`src/rtl/ip_sched_pkg.sv`:
```
// Shared types and constants for the ip_forward inner-product sequencer.
package ip_sched_pkg;

   localparam int ID_VALID_BIT = 7;
   localparam int SEQ_W        = 7;
   localparam int META_ROW_W   = 10;
   localparam int META_TILE_W  = 8;

   typedef enum logic [1:0] {
      IDLE,
      ISSUE,
      DRAIN,
      FIN
   } sched_state_t;

   typedef struct packed {
      logic [META_ROW_W-1:0]  row;
      logic [META_TILE_W-1:0] tile;
      logic                   last;
      logic [SEQ_W-1:0]       seq;
   } meta_t;

   // The sequence tag has served its purpose once a result is matched, so it is not buffered.
   typedef struct packed {
      logic [31:0]            data;
      logic [META_ROW_W-1:0]  row;
      logic [META_TILE_W-1:0] tile;
      logic                   last;
   } result_t;

endpackage

```
`src/rtl/sched_fifo.sv`:
```
// Synchronous FIFO with occupancy count; a pop frees space for a same-cycle push when full.
module sched_fifo #(
   parameter int WIDTH = 8,
   parameter int DEPTH = 4
) (
   input  logic                       clk,
   input  logic                       reset,
   input  logic                       push,
   input  logic [WIDTH-1:0]           din,
   input  logic                       pop,
   output logic [WIDTH-1:0]           dout,
   output logic                       empty,
   output logic                       full,
   output logic [$clog2(DEPTH+1)-1:0] count
);

   localparam int AW = (DEPTH > 1) ? $clog2(DEPTH) : 1;
   localparam int CW = $clog2(DEPTH + 1);

   logic [WIDTH-1:0] mem [DEPTH];
   logic [AW-1:0]    wr_ptr;
   logic [AW-1:0]    rd_ptr;
   logic             do_push;
   logic             do_pop;

   assign empty   = (count == '0);
   assign full    = (count == CW'(DEPTH));
   assign do_pop  = pop && !empty;
   assign do_push = push && (!full || do_pop);
   assign dout    = mem[rd_ptr];

   // Depth need not be a power of two, so pointers wrap explicitly.
   function automatic logic [AW-1:0] ptr_inc(input logic [AW-1:0] p);
      return (p == AW'(DEPTH - 1)) ? '0 : p + AW'(1);
   endfunction

   always_ff @(posedge clk or negedge reset) begin
      if (!reset) begin
         wr_ptr <= '0;
         rd_ptr <= '0;
         count  <= '0;
         for (int i = 0; i < DEPTH; i++) begin
            mem[i] <= '0;
         end
      end else begin
         if (do_push) begin
            mem[wr_ptr] <= din;
            wr_ptr      <= ptr_inc(wr_ptr);
         end
         if (do_pop) begin
            rd_ptr <= ptr_inc(rd_ptr);
         end
         if (do_push && !do_pop) begin
            count <= count + CW'(1);
         end else if (do_pop && !do_push) begin
            count <= count - CW'(1);
         end
      end
   end

endmodule

```
`src/rtl/ip_forward_sched.sv`:
```
// Sequencer for the ip_forward datapath: walks rows x tiles, tags issued tiles,
// reorders nothing (datapath is in-order) and buffers results behind a credit limit.
module ip_forward_sched
   import ip_sched_pkg::*;
#(
   parameter int ROW_W        = 10,
   parameter int TILE_W       = 8,
   parameter int PIPE_LAT     = 16,
   parameter int RESULT_DEPTH = 32
) (
   input  logic                    clk,
   input  logic                    reset,
   input  logic                    start,
   input  logic [ROW_W-1:0]        cfg_rows,
   input  logic [TILE_W-1:0]       cfg_tiles,
   output logic                    busy,
   output logic                    done,
   output logic                    err,
   output logic [TILE_W-1:0]       in_addr,
   output logic [ROW_W+TILE_W-1:0] w_addr,
   output logic [7:0]              dp_in_id,
   input  logic [7:0]              dp_out_id,
   input  logic [31:0]             dp_out_data,
   output logic                    res_valid,
   input  logic                    res_ready,
   output logic [31:0]             res_data,
   output logic [ROW_W-1:0]        res_row,
   output logic [TILE_W-1:0]       res_tile,
   output logic                    res_last
);

   localparam int AW         = ROW_W + TILE_W;
   localparam int META_DEPTH = PIPE_LAT + 2;
   localparam int MCW        = $clog2(META_DEPTH + 1);
   localparam int RCW        = $clog2(RESULT_DEPTH + 1);

   generate
      if (RESULT_DEPTH < PIPE_LAT + 2) begin : g_depth_chk
         $error("ip_forward_sched: RESULT_DEPTH must be at least PIPE_LAT+2");
      end
      if (ROW_W != META_ROW_W || TILE_W != META_TILE_W) begin : g_width_chk
         $error("ip_forward_sched: ROW_W/TILE_W must match the metadata struct widths");
      end
   endgenerate

   sched_state_t     state;
   sched_state_t     state_nxt;
   logic [ROW_W-1:0]  rows_q;
   logic [ROW_W-1:0]  row_q;
   logic [TILE_W-1:0] tiles_q;
   logic [TILE_W-1:0] tile_q;
   logic [AW-1:0]     base_q;
   logic [SEQ_W-1:0]  seq_q;
   logic [RCW-1:0]    inflight_q;
   logic              err_q;
   logic              done_q;
   logic [7:0]        dp_in_id_q;

   logic    start_ok;
   logic    issue;
   logic    credit_ok;
   logic    tile_last;
   logic    row_last;
   logic    ret_valid;
   logic    ret_err;
   logic    overflow;
   logic    meta_pop;
   logic    res_push;
   logic    res_pop;
   meta_t   meta_in;
   meta_t   meta_head;
   result_t res_in;
   result_t res_head;
   logic    meta_empty;
   logic    meta_full;
   logic    res_empty;
   logic    res_full;
   logic [MCW-1:0] meta_count;
   logic [RCW-1:0] res_count;

   assign start_ok  = (state == IDLE) && start;
   assign tile_last = (tile_q == tiles_q - TILE_W'(1));
   assign row_last  = (row_q == rows_q - ROW_W'(1));
   // Every issued tile must already own a result-buffer slot, since the datapath cannot stall.
   assign credit_ok = (32'(inflight_q) + 32'(res_count) + 32'd1) <= 32'(RESULT_DEPTH);

   assign ret_valid = dp_out_id[ID_VALID_BIT];
   assign meta_pop  = ret_valid && !meta_empty;
   assign ret_err   = ret_valid && (meta_empty || (dp_out_id[SEQ_W-1:0] != meta_head.seq));
   assign res_push  = meta_pop;
   assign res_pop   = res_valid && res_ready;
   assign overflow  = (res_push && res_full && !res_pop) || (issue && meta_full && !meta_pop);

   always_comb begin
      meta_in.row  = row_q;
      meta_in.tile = tile_q;
      meta_in.last = tile_last;
      meta_in.seq  = seq_q;
      res_in.data  = dp_out_data;
      res_in.row   = meta_head.row;
      res_in.tile  = meta_head.tile;
      res_in.last  = meta_head.last;
   end

   // Next state and the per-cycle issue decision.
   always_comb begin
      state_nxt = state;
      issue     = 1'b0;
      case (state)
         IDLE: begin
            if (start) begin
               state_nxt = (cfg_rows == '0 || cfg_tiles == '0) ? FIN : ISSUE;
            end
         end
         ISSUE: begin
            if (credit_ok) begin
               issue = 1'b1;
               if (row_last && tile_last) begin
                  state_nxt = DRAIN;
               end
            end
         end
         DRAIN: begin
            if (inflight_q == '0 && res_empty && meta_count == '0) begin
               state_nxt = FIN;
            end
         end
         FIN:     state_nxt = IDLE;
         default: state_nxt = IDLE;
      endcase
   end

   always_ff @(posedge clk or negedge reset) begin
      if (!reset) begin
         state <= IDLE;
      end else begin
         state <= state_nxt;
      end
   end

   // Walk counters, running weight base (replaces row*cfg_tiles), tags, credit and flags.
   always_ff @(posedge clk or negedge reset) begin
      if (!reset) begin
         rows_q     <= '0;
         tiles_q    <= '0;
         row_q      <= '0;
         tile_q     <= '0;
         base_q     <= '0;
         seq_q      <= '0;
         inflight_q <= '0;
         err_q      <= 1'b0;
         done_q     <= 1'b0;
         dp_in_id_q <= '0;
      end else begin
         dp_in_id_q <= issue ? {1'b1, seq_q} : 8'h00;
         done_q     <= (state == FIN);

         if (start_ok) begin
            rows_q  <= cfg_rows;
            tiles_q <= cfg_tiles;
            row_q   <= '0;
            tile_q  <= '0;
            base_q  <= '0;
            seq_q   <= '0;
         end else if (issue) begin
            seq_q <= seq_q + SEQ_W'(1);
            if (tile_last) begin
               tile_q <= '0;
               row_q  <= row_q + ROW_W'(1);
               base_q <= base_q + AW'(tiles_q);
            end else begin
               tile_q <= tile_q + TILE_W'(1);
            end
         end

         if (issue && !ret_valid) begin
            inflight_q <= inflight_q + RCW'(1);
         end else if (!issue && ret_valid && inflight_q != '0) begin
            inflight_q <= inflight_q - RCW'(1);
         end

         if (start_ok) begin
            err_q <= 1'b0;
         end else if (ret_err || overflow) begin
            err_q <= 1'b1;
         end
      end
   end

   sched_fifo #(
      .WIDTH ($bits(meta_t)),
      .DEPTH (META_DEPTH)
   ) u_meta_q (
      .clk   (clk),
      .reset (reset),
      .push  (issue),
      .din   (meta_in),
      .pop   (meta_pop),
      .dout  (meta_head),
      .empty (meta_empty),
      .full  (meta_full),
      .count (meta_count)
   );

   sched_fifo #(
      .WIDTH ($bits(result_t)),
      .DEPTH (RESULT_DEPTH)
   ) u_res_buf (
      .clk   (clk),
      .reset (reset),
      .push  (res_push),
      .din   (res_in),
      .pop   (res_pop),
      .dout  (res_head),
      .empty (res_empty),
      .full  (res_full),
      .count (res_count)
   );

   assign busy      = (state == ISSUE) || (state == DRAIN);
   assign done      = done_q;
   assign err       = err_q;
   assign in_addr   = tile_q;
   assign w_addr    = base_q + AW'(tile_q);
   assign dp_in_id  = dp_in_id_q;
   assign res_valid = !res_empty;
   assign res_data  = res_head.data;
   assign res_row   = res_head.row;
   assign res_tile  = res_head.tile;
   assign res_last  = res_head.last;

endmodule

```
`config.mk`:
```
export PLATFORM = sky130hd
export DESIGN_NAME = ip_forward_sched
export DESIGN_NICKNAME = d
export VERILOG_FILES = /design/src/rtl/ip_sched_pkg.sv /design/src/rtl/sched_fifo.sv /design/src/rtl/ip_forward_sched.sv
export SDC_FILE = /design/constraint.sdc
export NUM_CORES = 2
export LEC_CHECK = 0
export ABC_AREA = 0
export BUFFER_PORTS_ARGS = -buffer_cell sky130_fd_sc_hd__buf_2
export CORE_MARGIN = 2
export CORE_UTILIZATION = 48
export DETAILED_ROUTE_END_ITERATION = 16
export PLACE_DENSITY = 0.66
export SYNTH_ARGS = -nofsm -noshare
export SYNTH_HDL_FRONTEND = slang
export SYNTH_SLANG_ARGS = --single-unit
export TNS_END_PERCENT = 50
```
`constraint.sdc`:
```
create_clock -name clk -period 3.6 [get_ports clk]
set_input_delay 0.72 -clock clk [delete_from_list [all_inputs] [get_ports clk]]
set_output_delay 0.72 -clock clk [all_outputs]
set_load 0.01 [all_outputs]
```
## After elaboration in Yosys (flattened, before gate mapping)

Index checks and enable logic that the tools add are counted.

| word-level totals | value |
|---|---|
| output and inout port bits | 89 |
| logic and storage cells | 215 |
| input port bits | 62 |
| bits in registers | 2210 |

| cells by class | value |
|---|---|
| bitwise gates (word level) | 4 |
| magnitude comparators | 7 |
| equality and inequality tests | 16 |
| $add $sub $neg | 19 |
| reductions and logical operators | 58 |
| muxes and demuxes | 44 |

Operator list:

| kind | number |
|---|---|
| bitwise mux 1632 bit | 1 |
| bitwise mux 468 bit | 1 |
| binary-select mux 51 bit (select 5 bit) | 1 |
| demux 51 bit (select 5 bit) | 1 |
| two-way mux 51 bit | 3 |
| binary-select mux 26 bit (select 5 bit) | 1 |
| demux 26 bit (select 5 bit) | 1 |
| two-way mux 26 bit | 3 |
| two-way mux 18 bit | 3 |
| adder 18 x 8 -> 18 bit | 2 |
| two-way mux 8 bit | 4 |
| two-way mux 10 bit | 3 |
| two-way mux 5 bit | 6 |
| adder 5 x 1 -> 5 bit (second input constant) | 5 |
| == test 5 bit (second input constant) | 5 |
| greater-or-equal comparator 6 bit (second input constant) | 4 |
| logical AND 1 bit | 24 |
| two-way mux 6 bit | 4 |
| inverter 5 -> 6 bit | 4 |
| two-way mux 7 bit | 2 |
| adder 6 x 1 -> 6 bit (second input constant) | 2 |
| logical NOT 1 bit | 12 |
| logical NOT 6 bit | 2 |
| < comparator 6 x 1 -> 1 bit (second input constant) | 2 |
| 29 further kinds | 52 |

## Longest topological paths before layout

| depth | value |
|---|---|
| depth in word-level cells | 11 |
| depth in mapped cells | 18 |

## By module

From an unflattened synthesis, not the netlist that was laid out.

| unflattened totals | value |
|---|---|
| cell total of the unflattened synthesis | 6871 |
| area, all modules | 101791.4 um2 |

By module, submodules not included:

| module | seq. area each (um2) | area each (um2) | cells an instance | instances |
|---|---|---|---|---|
| sched_fifo (u_res_buf) | 41239.6 | 74077.3 | 4769 | 1 |
| sched_fifo (u_meta_q) | 12086.6 | 22347.7 | 1506 | 1 |
| ip_forward_sched | 1976.9 | 5366.4 | 596 | 1 |

## Worst setup path after synthesis

No wires, ideal clock.

| timing | value |
|---|---|
| path type | reg2reg |
| from | register inflight_q[1] |
| to | register u_meta_q.count[4] |
| stages on the path, launching flop included | 17 |
| setup slack | -177 ps |
| buffers on the path | 1 |
| arrival | 3651 ps |
| setup time | 125 ps |
| path through | dfrtp_1 -> ha_1 -> nor2b_1 -> o21a_1 -> or4_1 -> o21ai_1 -> a31oi_1 -> nor2_2 -> buf_4 -> ha_1 -> inv_1 -> fa_1 -> a21o_1 -> a21oi_1 -> xnor2_1 -> nor2_1 -> xor2_1 |

| on the way | value |
|---|---|
| longest elaborated chain between the ends | 9 |
| elaborated cells between the ends (all ways) | 11 |

Ends and longest elaborated chain:

| element | RTL line | source |
|---|---|---|
| start, declared | ip_forward_sched.sv:54 | `logic [RCW-1:0] inflight_q;` |
| start signal, assigned | ip_forward_sched.sv:177 | `inflight_q <= inflight_q + RCW'(1);` |
| start signal, assigned | ip_forward_sched.sv:179 | `inflight_q <= inflight_q - RCW'(1);` |
| adder 6 x 6 -> 7 bit * | ip_forward_sched.sv:85 | `assign credit_ok = (32'(inflight_q) + 32'(res_count) + 32'd1) <= 32'(RESULT_DEPTH);` |
| adder 7 x 1 -> 8 bit * | ip_forward_sched.sv:85 |  |
| less-or-equal comparator 8 x 6 -> 1 bit * | ip_forward_sched.sv:85 |  |
| two-way mux 1 bit * | ip_forward_sched.sv:116 | `if (credit_ok) begin` |
| two-way mux 1 bit * | ip_forward_sched.sv:109 | `case (state)` |
| logical AND 1 bit * | sched_fifo.sv:29 | `assign do_push = push && (!full \|\| do_pop);` |
| via u_meta_q.do_push | sched_fifo.sv:23 | `logic do_push;` |
| logical NOT 1 bit | sched_fifo.sv:55 | `end else if (do_pop && !do_push) begin` |
| logical AND 1 bit | sched_fifo.sv:55 |  |
| nonzero test 2 bit (no source line) | - |  |
| end signal, assigned | sched_fifo.sv:54 | `count <= count + CW'(1);` |
| end signal, assigned | sched_fifo.sv:56 | `count <= count - CW'(1);` |
| end, declared | sched_fifo.sv:14 | `output logic [$clog2(DEPTH+1)-1:0] count` |

Mark *: on every way through the listed nets, which the timed path passes. The rest lies on a longest branch.
A chain may end at the register's enable or synchronous reset.

## Worst setup path after layout

| timing | value |
|---|---|
| from | register u_res_buf.rd_ptr[0] |
| to | output res_row[1] |

| on the way | value |
|---|---|
| longest elaborated chain between the ends | 4 |

Ends and longest elaborated chain:

| element | RTL line | source |
|---|---|---|
| start, declared | sched_fifo.sv:22 | `logic [AW-1:0] rd_ptr;` |
| start signal, assigned | sched_fifo.sv:51 | `rd_ptr <= ptr_inc(rd_ptr);` |
| inverter 5 -> 6 bit (not written as such) | sched_fifo.sv:30 | `assign dout = mem[rd_ptr];` |
| binary-select mux 51 bit (select 5 bit) | sched_fifo.sv:30 |  |
| two-way mux 51 bit (not written as such) (2 in series) | sched_fifo.sv:30 |  |
| end, declared | ip_forward_sched.sv:27 | `output logic [ROW_W-1:0] res_row,` |

No other way between the ends. The select of a mux whose other input is x is not followed.

==> impl_metrics.prom <==
# TYPE chip_impl_metric gauge
chip_impl_metric{name="groute.layer.met3.usage",unit="%"} 4.25
chip_impl_metric{name="core_region_area",unit="sq mm"} 0.207
chip_impl_info{name="status",value="finished, violations left"} 1
chip_impl_metric{name="synth.ff_latch_count",unit=""} 2210
chip_impl_metric{name="leakagePower",unit="nW"} 54.4
chip_impl_metric{name="grt_util_met2",unit="%"} 42.1
chip_impl_info{name="crit_path_end_kind",value="output pin"} 1
chip_impl_metric{name="synth.cell_area",unit="sq mm"} 0.100
chip_impl_metric{name="wl_per_cell",unit="um"} 25.7
chip_impl_metric{name="maximum_buffer_depth_of_the_clock_tree",unit=""} 3
chip_impl_metric{name="dpl.hpwl",unit="mm"} 157
chip_impl_metric{name="timing.final.setup_violations",unit=""} 62
chip_impl_info{name="grt_setup_unrepaired",value="true"} 1
chip_impl_metric{name="drv_slew",unit=""} 0
chip_impl_info{name="ys.flop_type",value="sky130_fd_sc_hd__dfrtp_1"} 1
chip_impl_metric{name="drtPass1Iterations",unit=""} 7
chip_impl_metric{name="cap_violations",unit=""} 0
chip_impl_metric{name="postRouteAntennaNets",unit=""} 0
chip_impl_metric{name="avgSynthCellArea",unit="sq um"} 14.1
chip_impl_metric{name="grt_pass1_vias",unit=""} 63500
chip_impl_metric{name="ir_drop",unit="mV"} 0.571
chip_impl_metric{name="power.density_cell_area",unit="mW/mm^2"} 738
chip_impl_metric{name="io_pins",unit=""} 151
chip_impl_metric{name="worst_setup_hold_path_clk_slew",unit="ns"} 0.06
chip_impl_metric{name="max_slew_margin",unit="%"} 34.4
chip_impl_metric{name="grt_start_max_net_pins",unit=""} 160
chip_impl_metric{name="yosysSeqAreaShare",unit="%"} 55.1
chip_impl_metric{name="dieHeight",unit="um"} 461
chip_impl_metric{name="num_vias",unit=""} 60300
chip_impl_metric{name="synth_warnings",unit=""} 0
chip_impl_metric{name="area_delta_synth_final",unit="%"} 15.9
chip_impl_info{name="grt-busiest-layer",value="met2"} 1
chip_impl_metric{name="route.detailed.vias_per_inst",unit=""} 5.91
chip_impl_info{name="holdCritPathClass",value="input port to register"} 1
chip_impl_info{name="failed_checks",value="setup timing"} 1
chip_impl_metric{name="wl",unit="mm"} 262
chip_impl_metric{name="numPortBuffers",unit=""} 150
chip_impl_info{name="path_cells",value="buf_12 > buf_16 > buf_6 > mux4_2 > mux4_2 > mux2_4 > buf_2"} 1
chip_impl_metric{name="die_footprint",unit="sq mm"} 0.213
chip_impl_metric{name="worst_path_largest_cell_delay",unit="ns"} 0.52
chip_impl_info{name="tritoncts_clock_tree",value="yes"} 1
chip_impl_metric{name="synth_enable_flop_cells",unit=""} 0
chip_impl_metric{name="place_ws",unit="ns"} -0.0185
chip_impl_info{name="root_buffer_master",value="sky130_fd_sc_hd__clkbuf_16"} 1
chip_impl_metric{name="grt-ovfl-total",unit=""} 0
chip_impl_metric{name="tritoncts_num_sinks",unit=""} 2210
chip_impl_info{name="timing.critical_path.from_type",value="register"} 1
chip_impl_metric{name="critPathArrivalTime",unit="ns"} 3.39
chip_impl_metric{name="cts_made_buffers",unit=""} 223
chip_impl_metric{name="gpl.final_weighted_congestion",unit=""} 0.804
chip_impl_metric{name="gr-usage-all-layers",unit="%"} 25.0
chip_impl_metric{name="drt_first_iter_violations",unit=""} 4964
chip_impl_metric{name="grt_antenna_before_repair",unit=""} 4
chip_impl_metric{name="final.fill_count",unit=""} 16200
chip_impl_metric{name="clkLatencyLatePin",unit="ns"} 0.88
chip_impl_metric{name="grt_first_pass_wirelength",unit="mm"} 401
chip_impl_metric{name="max_slew.worst_pin.slew",unit="ns"} 0.984
chip_impl_metric{name="num-nets-final",unit=""} 7341
chip_impl_metric{name="clock_skew",unit="ns"} 0.0661
chip_impl_metric{name="final_hold_viol_count",unit=""} 0
chip_impl_metric{name="ys_types",unit=""} 68
chip_impl_info{name="crit_path_frequent_cell",value="sky130_fd_sc_hd__mux4_2"} 1
chip_impl_info{name="timing_worst_setup_path_type",value="register to output pin"} 1
chip_impl_metric{name="cts_htree_levels",unit=""} 4
chip_impl_metric{name="critPathRequiredTime",unit="ns"} 2.88
chip_impl_metric{name="use_met1",unit="%"} 33.3
chip_impl_metric{name="chipWidth",unit="um"} 461
chip_impl_metric{name="post_synthesis_cell_count",unit=""} 7112
chip_impl_metric{name="synthesis.nets",unit=""} 7237
chip_impl_metric{name="fmaxAchievable",unit="MHz"} 243
chip_impl_metric{name="drive_gt1_share",unit="%"} 23.3
chip_impl_metric{name="cp_max_fo",unit=""} 9
chip_impl_metric{name="synth_async_sr_flop_share",unit="%"} 100
chip_impl_info{name="cpMaxStageDelayCell",value="sky130_fd_sc_hd__mux4_2"} 1
chip_impl_metric{name="rows",unit=""} 167
chip_impl_metric{name="start_util",unit="%"} 48.4
chip_impl_metric{name="fin_crit",unit="ns"} 4.11
chip_impl_metric{name="final.period_utilization",unit="%"} 114
chip_impl_metric{name="worst_slack",unit="ns"} -0.509
chip_impl_metric{name="post_route_drc_violation_count",unit=""} 0
chip_impl_metric{name="total_power",unit="mW"} 85.8
stage by stage:
stage	util, %	TNS [ns]	instances	area, sq um	hold WS (ns)
floorplan	-	0	7112	100000	0.424
global placement	51.4	0	9709	107000	0.461
detailed placement	51.4	-0.0185	9709	107000	0.470
CTS	55.9	-28.80	10200	116000	0.0281
global route	56.1	-29.59	10200	116000	0.0736
finish	56.1	-24.03	10200	116000	0.0815
placed cells by master, fill, tap and decap left out, drive strengths merged, types with 14 or more instances in the layout:
| master | count |
|---|---|
| a21oi | 254 |
| and2 | 26 |
| buf | 535 |
| bufinv | 17 |
| clkbuf | 351 |
| clkinv | 45 |
| dfrtp | 2210 |
| ha | 58 |
| inv | 44 |
| mux2 | 1559 |
| mux2i | 56 |
| mux4 | 620 |
| nand2 | 545 |
| nand3 | 30 |
| nand4 | 15 |
| nor2 | 291 |
| nor3 | 25 |
| o211ai | 14 |
| o21ai | 467 |
| or3 | 19 |
| xnor2 | 49 |
| xor2 | 32 |
timing repair:
action	in CTS	in global routing
endpoints found under the setup margin	65	65
resized for setup	143	53
endpoints found under the hold margin	16	0
gates cloned	17	12
hold buffers	1	0
pin swaps	13	6
setup buffers	39	7
sequential cells by signal (all words and copies together), names as in the netlist, 6 cells and up:
register and count:
in_addr 8, tiles_q 8, u_res_buf.mem 1632, u_meta_q.mem 468, base_q 18, inflight_q 6
seq_q 7, row_q 10, u_res_buf.count 6, rows_q 10, dp_in_id 8
cell type report:
type	instances	area (sq um)	share of cell area, %
Antenna cell	1	2.50	0.00215
Clock buffer	340	6640	5.71
Clock inverter	71	1050	0.906
Inverter	38	143	0.123
Multi-Input combinational cell	4194	42700	36.7
Sequential cell	2210	55300	47.6
Tap cell	2788	3490	3.00
Timing Repair Buffer	549	6960	5.98
worst paths after layout:
check / cells after the start / start / to / slack (ns)
setup / recovery: 7 / u_res_buf.rd_ptr[0]$_DFFE_PN0P_ / res_row[1] / -0.51
hold / removal: 3 / cfg_tiles[6] / tiles_q[6]$_DFFE_PN0P_ / 0.08
setup reg to reg: 15 / inflight_q[1]$_DFFE_PN0P_ / u_meta_q.count[4]$_DFFE_PN0P_ / -0.02
hold reg to reg: 2 / u_res_buf.mem[615]$_DFFE_PN0P_ / u_res_buf.mem[615]$_DFFE_PN0P_ / 0.48
max in group asynchronous: 4 / reset / u_res_buf.mem[1396]$_DFFE_PN0P_ / 1.96
min in group asynchronous: 2 / reset / u_res_buf.mem[1262]$_DFFE_PN0P_ / 0.37
report_power, final:
| group | internal [mW] | total (mW) | switching, mW |
|---|---|---|---|
| Sequential | 31.0 | 34.8 | 3.80 |
| Combinational | 14.3 | 26.9 | 12.6 |
| Clock | 14.0 | 24.1 | 10.1 |
layer usage:
layer,vias up,wire length [um]
met2,1621,131000
met5,-,10
li1,26100,-
met3,446,14100
met1,32100,110000
met4,2,8060
critical path, delay by kind of cell (launching register included):
| kind | cells | cell delay (ns) |
|---|---|---|
| buffers and inverters | 4 | 0.67 |
| muxes | 3 | 1.33 |
| DFF | 1 | 0.48 |
cell usage after synthesis, types with 3 or more instances:
master / number / area share, %
sky130_fd_sc_hd__dfrtp_1: 2210 / 55
sky130_fd_sc_hd__mux2_1: 1468 / 16
sky130_fd_sc_hd__mux4_2: 619 / 14
sky130_fd_sc_hd__nand2_1: 545 / 2.0
sky130_fd_sc_hd__o21ai_1: 433 / 2.2
sky130_fd_sc_hd__clkbuf_1: 427 / 1.6
sky130_fd_sc_hd__nor2_1: 290 / 1.1
sky130_fd_sc_hd__a21oi_1: 254 / 1.3
sky130_fd_sc_hd__buf_2: 149 / 0.74
sky130_fd_sc_hd__mux2_2: 91 / 1.0
sky130_fd_sc_hd__buf_1: 88 / 0.33
sky130_fd_sc_hd__ha_1: 58 / 0.72
sky130_fd_sc_hd__mux2i_1: 56 / 0.56
sky130_fd_sc_hd__xnor2_1: 49 / 0.43
sky130_fd_sc_hd__inv_1: 36 / 0.13
sky130_fd_sc_hd__o21ai_0: 34 / 0.17
sky130_fd_sc_hd__xor2_1: 32 / 0.28
sky130_fd_sc_hd__and2_1: 26 / 0.16
sky130_fd_sc_hd__nand3_1: 25 / 0.12
sky130_fd_sc_hd__nor3_1: 24 / 0.12
sky130_fd_sc_hd__or3_1: 19 / 0.12
sky130_fd_sc_hd__nand4_1: 15 / 0.094
sky130_fd_sc_hd__o211ai_1: 14 / 0.10
sky130_fd_sc_hd__and3_1: 13 / 0.081
sky130_fd_sc_hd__a21o_1: 12 / 0.090
sky130_fd_sc_hd__nand2b_1: 12 / 0.075
sky130_fd_sc_hd__a22oi_1: 10 / 0.075
sky130_fd_sc_hd__nor4_1: 8 / 0.050
sky130_fd_sc_hd__a31oi_1: 7 / 0.044
sky130_fd_sc_hd__nor2b_1: 7 / 0.044
sky130_fd_sc_hd__a221oi_1: 6 / 0.052
sky130_fd_sc_hd__fa_1: 5 / 0.10
sky130_fd_sc_hd__nand3_2: 5 / 0.050
sky130_fd_sc_hd__o21a_1: 5 / 0.037
sky130_fd_sc_hd__or4_1: 5 / 0.037
sky130_fd_sc_hd__a21boi_0: 4 / 0.030
sky130_fd_sc_hd__nor3b_1: 4 / 0.030
sky130_fd_sc_hd__nor4b_1: 4 / 0.035
sky130_fd_sc_hd__a2111o_1: 3 / 0.034
cells by family after synthesis:
family	synth area share, %
AO/OA/AOI/OAI	4.22
XOR/XNOR	0.707
adder cells (fa/ha/maj)	0.823
buffers and inverters	2.89
flip-flops	55.1
multiplexers	32.0
AND/OR/NAND/NOR	4.26
(Power assumes the default switching activity.)
